File: config.mk
export PLATFORM = sky130hd
export DESIGN_NAME = pkt_read_responder
export DESIGN_NICKNAME = d
export VERILOG_FILES = /design/src/rtl/pkt_read_responder_pkg.sv /design/src/rtl/rr_arb2.sv /design/src/rtl/pkt_read_responder.sv
export SDC_FILE = /design/constraint.sdc
export NUM_CORES = 1
export LEC_CHECK = 0
export ABC_AREA = 0
export BUFFER_PORTS_ARGS = -buffer_cell sky130_fd_sc_hd__buf_2
export CORE_MARGIN = 8
export CORE_UTILIZATION = 30
export CTS_BUF_LIST = sky130_fd_sc_hd__clkbuf_8
export DETAILED_ROUTE_END_ITERATION = 7
export PLACE_DENSITY = 0.64
export SETUP_SLACK_MARGIN = 0.4
export SYNTH_ARGS = -nofsm -noshare
export SYNTH_HDL_FRONTEND = slang
export SYNTH_SLANG_ARGS = --single-unit
export TNS_END_PERCENT = 10
File: constraint.sdc
create_clock -name i_clk -period 1.85 [get_ports i_clk]
set_input_delay 0.185 -clock i_clk [delete_from_list [all_inputs] [get_ports i_clk]]
set_output_delay 0.185 -clock i_clk [all_outputs]
set_load 0.005 [all_outputs]
File: src/rtl/pkt_read_responder_pkg.sv
// Shared widths and types for the packet read responder and its arbiters.
// Two transmit ports share one packet RAM read path and one free-list write path.
package pkt_read_responder_pkg;

   localparam int BUFID_W = 9;
   localparam int RADDR_W = 16;
   localparam int DATA_W  = 134;
   localparam int NPORT   = 2;

   typedef logic [BUFID_W-1:0] bufid_t;
   typedef logic [RADDR_W-1:0] raddr_t;
   typedef logic [DATA_W-1:0]  data_t;

   // Travels beside each RAM read so the returning word finds its port.
   typedef struct packed {
      logic vld;
      logic port;
   } rd_tag_t;

endpackage

File: src/rtl/rr_arb2.sv
// 2-way round-robin arbiter: grant registered one cycle after the request sample,
// the port holding the registered grant is masked that cycle; no backpressure.
module rr_arb2
   import pkt_read_responder_pkg::*;
(
   input  logic             i_clk,
   input  logic             i_rst_n,
   input  logic [NPORT-1:0] i_req,
   output logic [NPORT-1:0] o_gnt_nxt,
   output logic [NPORT-1:0] o_gnt
);

   logic             r_prio;
   logic [NPORT-1:0] r_gnt;
   logic [NPORT-1:0] w_req;
   logic [NPORT-1:0] w_gnt;

   // A requester sees its ack one cycle late, so its request is still high then.
   always_comb begin
      w_req = i_req & ~r_gnt;
      w_gnt = '0;
      if (w_req == 2'b11) begin
         w_gnt[r_prio] = 1'b1;
      end else begin
         w_gnt = w_req;
      end
   end

   always_ff @(posedge i_clk) begin
      if (!i_rst_n) begin
         r_prio <= 1'b0;
         r_gnt  <= '0;
      end else begin
         r_gnt <= w_gnt;
         if (|w_gnt) begin
            r_prio <= w_gnt[0];
         end
      end
   end

   assign o_gnt_nxt = w_gnt;
   assign o_gnt     = r_gnt;

endmodule

File: src/rtl/pkt_read_responder.sv
// Arbitrates two ports onto one packet-RAM read path and one free-list path.
// Read data returns 2+RAM_LAT cycles after the request sample; requests hold until acked.
module pkt_read_responder
   import pkt_read_responder_pkg::*;
#(
   parameter int RAM_LAT = 1
) (
   input  logic               i_clk,
   input  logic               i_rst_n,
   input  logic [BUFID_W-1:0] iv_pkt_bufid_p0,
   input  logic [BUFID_W-1:0] iv_pkt_bufid_p1,
   input  logic               i_pkt_bufid_wr_p0,
   input  logic               i_pkt_bufid_wr_p1,
   output logic               o_pkt_bufid_ack_p0,
   output logic               o_pkt_bufid_ack_p1,
   input  logic [RADDR_W-1:0] iv_pkt_raddr_p0,
   input  logic [RADDR_W-1:0] iv_pkt_raddr_p1,
   input  logic               i_pkt_rd_p0,
   input  logic               i_pkt_rd_p1,
   output logic               o_pkt_raddr_ack_p0,
   output logic               o_pkt_raddr_ack_p1,
   output logic [DATA_W-1:0]  ov_pkt_data_p0,
   output logic [DATA_W-1:0]  ov_pkt_data_p1,
   output logic               o_pkt_data_wr_p0,
   output logic               o_pkt_data_wr_p1,
   output logic [RADDR_W-1:0] ov_ram_raddr,
   output logic               o_ram_rd,
   input  logic [DATA_W-1:0]  iv_ram_rdata,
   output logic [BUFID_W-1:0] ov_free_bufid,
   output logic               o_free_bufid_wr
);

   logic [NPORT-1:0] w_rd_gnt_nxt;
   logic [NPORT-1:0] w_rd_gnt;
   logic [NPORT-1:0] w_rel_gnt_nxt;
   logic [NPORT-1:0] w_rel_gnt;
   logic             w_ram_rd;
   rd_tag_t          w_tag_out;

   raddr_t  r_ram_raddr;
   bufid_t  r_free_bufid;
   data_t   r_data_p0;
   data_t   r_data_p1;
   logic    r_data_wr_p0;
   logic    r_data_wr_p1;
   rd_tag_t r_tag [RAM_LAT];

   rr_arb2 u_rd_arb (
      .i_clk     (i_clk),
      .i_rst_n   (i_rst_n),
      .i_req     ({i_pkt_rd_p1, i_pkt_rd_p0}),
      .o_gnt_nxt (w_rd_gnt_nxt),
      .o_gnt     (w_rd_gnt)
   );

   rr_arb2 u_rel_arb (
      .i_clk     (i_clk),
      .i_rst_n   (i_rst_n),
      .i_req     ({i_pkt_bufid_wr_p1, i_pkt_bufid_wr_p0}),
      .o_gnt_nxt (w_rel_gnt_nxt),
      .o_gnt     (w_rel_gnt)
   );

   assign w_ram_rd  = |w_rd_gnt;
   assign w_tag_out = r_tag[RAM_LAT-1];

   always_ff @(posedge i_clk) begin
      if (!i_rst_n) begin
         r_ram_raddr  <= '0;
         r_free_bufid <= '0;
      end else begin
         if (|w_rd_gnt_nxt) begin
            r_ram_raddr <= w_rd_gnt_nxt[1] ? iv_pkt_raddr_p1 : iv_pkt_raddr_p0;
         end
         if (|w_rel_gnt_nxt) begin
            r_free_bufid <= w_rel_gnt_nxt[1] ? iv_pkt_bufid_p1 : iv_pkt_bufid_p0;
         end
      end
   end

   // Clearing the tags on reset drops any read still inside the RAM.
   always_ff @(posedge i_clk) begin
      if (!i_rst_n) begin
         for (int i = 0; i < RAM_LAT; i++) begin
            r_tag[i] <= '0;
         end
      end else begin
         r_tag[0] <= rd_tag_t'{vld: w_ram_rd, port: w_rd_gnt[1]};
         for (int i = 1; i < RAM_LAT; i++) begin
            r_tag[i] <= r_tag[i-1];
         end
      end
   end

   always_ff @(posedge i_clk) begin
      if (!i_rst_n) begin
         r_data_p0    <= '0;
         r_data_p1    <= '0;
         r_data_wr_p0 <= 1'b0;
         r_data_wr_p1 <= 1'b0;
      end else begin
         r_data_wr_p0 <= w_tag_out.vld && !w_tag_out.port;
         r_data_wr_p1 <= w_tag_out.vld &&  w_tag_out.port;
         if (w_tag_out.vld && !w_tag_out.port) begin
            r_data_p0 <= iv_ram_rdata;
         end
         if (w_tag_out.vld && w_tag_out.port) begin
            r_data_p1 <= iv_ram_rdata;
         end
      end
   end

   assign o_pkt_raddr_ack_p0 = w_rd_gnt[0];
   assign o_pkt_raddr_ack_p1 = w_rd_gnt[1];
   assign o_ram_rd           = w_ram_rd;
   assign ov_ram_raddr       = r_ram_raddr;
   assign o_pkt_bufid_ack_p0 = w_rel_gnt[0];
   assign o_pkt_bufid_ack_p1 = w_rel_gnt[1];
   assign o_free_bufid_wr    = |w_rel_gnt;
   assign ov_free_bufid      = r_free_bufid;
   assign ov_pkt_data_p0     = r_data_p0;
   assign ov_pkt_data_p1     = r_data_p1;
   assign o_pkt_data_wr_p0   = r_data_wr_p0;
   assign o_pkt_data_wr_p1   = r_data_wr_p1;

endmodule

==> results_dict.tcl <==
set metrics [dict create \
    tns_ns 0 \
    io_pins 491 \
    status "finished, final reports clean" \
    dpl_cell_area_um2 14460 \
    maxSlewViolCount 0 \
    rsz0062_at_grt "true" \
    grt_max_degree 95 \
    max_freq_mhz 664.2 \
    period_minus_slack_ns 1.506 \
    netlist.area_leader.share_pct 52.99 \
    start_util_pct 30.39 \
    antenna_found_initial 1 \
    synth_area_um2 11450 \
    ys_ff_latch 303 \
    hold_path.class "in -> reg" \
    finalCritPeriodShare_pct 81.39 \
    grt_usage_pct 17.98 \
    n_fill_cell 3596 \
    drv_cap 0 \
    area_delta_synth_final_pct 52.92 \
    grt_pass1_vias 11802 \
    setup_violations 0 \
    synthDistinctLibCells 25 \
    dp.cells 2261 \
    cts_tree "built" \
    clock_sinks 303 \
    clk_latency_ns 0.60 \
    antenna_left 0 \
    synth_area_leaders "dfxtp_1, a21boi_0, nand2_1" \
    grt_overflow_total 0 \
    dpl.hpwl_um 28390 \
    skew_ns 0.01623 \
    die_w_um 211.3 \
    cts_buffers 51 \
    cts.path.max_buffers 3 \
    wire_per_inst_um 17.26 \
    relSlewSlack_pct 51.14 \
    dieArea_um2 44660 \
    drive_gt1_share_pct 30.44 \
    drc 0 \
    fin_area_um2 17510 \
    synth_top_cell_by_area "dfxtp_1" \
    worstMarginPinSlew_ns 0.7321 \
    drt-initial-drc-count 605 \
    portBuffers 490 \
    ys_warn_count 0 \
    avgSynthCellArea_um2 8.505 \
    gp_congestion 0.8524 \
    wl_um 43870 \
    cp-start-kind "flip-flop" \
    h-tree-depth 2 \
    cts-root-buf "clkbuf_8" \
    rows 71 \
    critical_path_arrival_ns 1.32 \
    layout.cells.non_filler 2542 \
    postSynthCellCount 1346 \
    clk_pin_slew_ns 0.07 \
    die_h_um 211.3 \
    p_total_mw 14.61 \
    ir_drop_mv 0.5286 \
    yosysSeqAreaShare_pct 52.99 \
    power_density_nw_per_um2 834.4 \
    worstPathMaxFanout 4 \
    firstDrtPassIters 5 \
    post_drt_via_cell_ratio 4.678 \
    synth_fp_nets 1536 \
    hold_viol_final 0 \
    grt_first_pass_wirelength_um 65410 \
    via_count 11892 \
    leakage_nw 7.696 \
    critPathKind "reg -> out" \
    end_kind "primary output" \
    core_area_um2 37670 \
    nets 2183 \
    crit_required_ns 1.66 \
]
==> cell type report <==
cell class / count / area, um^2 / area share, %
antenna: 1 / 2.502 / 0.01429
clock buffer: 64 / 880.8 / 5.032
clock inverter: 26 / 141.4 / 0.8077
multi-input combinational: 934 / 4972 / 28.40
sequential: 303 / 6078 / 34.72
tap: 511 / 639.4 / 3.652
timing repair buffer: 703 / 4791 / 27.37
==> registers in the layout, summed over array words and instances (netlist names) <==
register,cells
u_rel_arb.o_gnt,2
u_rd_arb.r_prio,1
ov_free_bufid,9
u_rel_arb.r_prio,1
o_pkt_data_wr_p0,1
ov_pkt_data_p0,134
r_tag,2
o_pkt_data_wr_p1,1
u_rd_arb.o_gnt,2
ov_pkt_data_p1,134
ov_ram_raddr,16
==> logic make-up after synthesis <==
| kind of cell | after synthesis | synth area share (%) |
|---|---|---|
| simple gates | 611 | 21.58 |
| buf+inv | 110 | 4.033 |
| flops | 303 | 52.99 |
| compound gates | 322 | 21.40 |
==> Yosys cell counts (all sizes together) <==
master	n
nand2	539
dfxtp	303
a21boi	285
clkbuf	76
buf	34
and3	18
nor3	18
o311a	16
or3	16
a211oi	9
o31ai	9
nor2b	6
and2	4
a21oi	3
nand2b	3
nor3b	2
or2	2
nor2	1
or2b	1
or3b	1
==> path summary, 6_finish.rpt <==
check | end | slack, ns | depth (start not counted) | from
min reg2reg | ov_pkt_data_p1[100] | 0.46 | 2 | ov_pkt_data_p1[100]
max | o_ram_rd | 0.34 | 2 | u_rd_arb.o_gnt[1]
max reg2reg | ov_ram_raddr[4] | 0.36 | 3 | u_rd_arb.o_gnt[0]
min | ov_ram_raddr[10] | 0.04 | 3 | iv_pkt_raddr_p0[10]
==> where the power goes <==
group | leakage, nW | total (mW) | switching, mW | internal, mW
logic | 4.64 | 1.75 | 0.844 | 0.907
registers | 2.46 | 6.89 | 0.135 | 6.76
clock network | 0.592 | 5.96 | 2.72 | 3.24
==> through the flow <==
step / utilization (%) / hold WS (ns) / worst slack, ns
6_report: 46.48 / 0.04406 / 0.3443
2_1_floorplan: - / 0.3299 / 0.4395
5_1_grt: 46.48 / 0.01777 / 0.2718
3_5_place_dp: 38.40 / 0.4512 / 0.1696
4_1_cts: 46.00 / 0.001169 / 0.3059
3_3_place_gp: 38.40 / 0.4427 / 0.2145
==> repair_timing <==
| action | CTS | global route |
|---|---|---|
| buffers inserted | 2 | 4 |
| gates resized for setup | 9 | 17 |
| pin swaps | 1 | 3 |
| endpoints found under the setup margin | 23 | 271 |
| hold buffers | 180 | 0 |
| gates cloned | 0 | 4 |
| hold endpoints to repair | 295 | 0 |
==> critical path, stage by stage, from the launching register on <==
cell,delay [ns]
dfxtp_2,0.34
or2_4,0.27
buf_6,0.12
==> placed cells by master, fill, tap and decap left out, drive strengths merged <==
cell type / synthesis / layout
nand2: 539 / 539
buf: 34 / 520
dfxtp: 303 / 303
a21boi: 285 / 285
dlygate4sd3: 0 / 180
clkbuf: 76 / 67
nor3: 18 / 18
and3: 18 / 18
inv: 0 / 17
or3: 16 / 16
o311a: 16 / 16
a211oi: 9 / 9
o31ai: 9 / 9
clkinv: 0 / 7
nor2b: 6 / 6
and2: 4 / 4
a21oi: 3 / 3
nand2b: 3 / 3
or2: 2 / 2
or3b: 1 / 2
nor3b: 2 / 2
diode: 0 / 1
nor2: 1 / 1
or2b: 1 / 1
clkinvlp: 0 / 1
bufinv: 0 / 1
==> layer usage <==
metal	share of wire, %	wire length [um]	track usage (%)	vias to the layer above
li1	-	-	-	5714
met5	0	0	0	-
met2	49	21440	30.74	526
met4	4.0	1740	7.932	0
met1	39	16900	20.07	5541
met3	8.6	3790	6.241	111
Note: power is estimated with default switching activity, not from simulation.
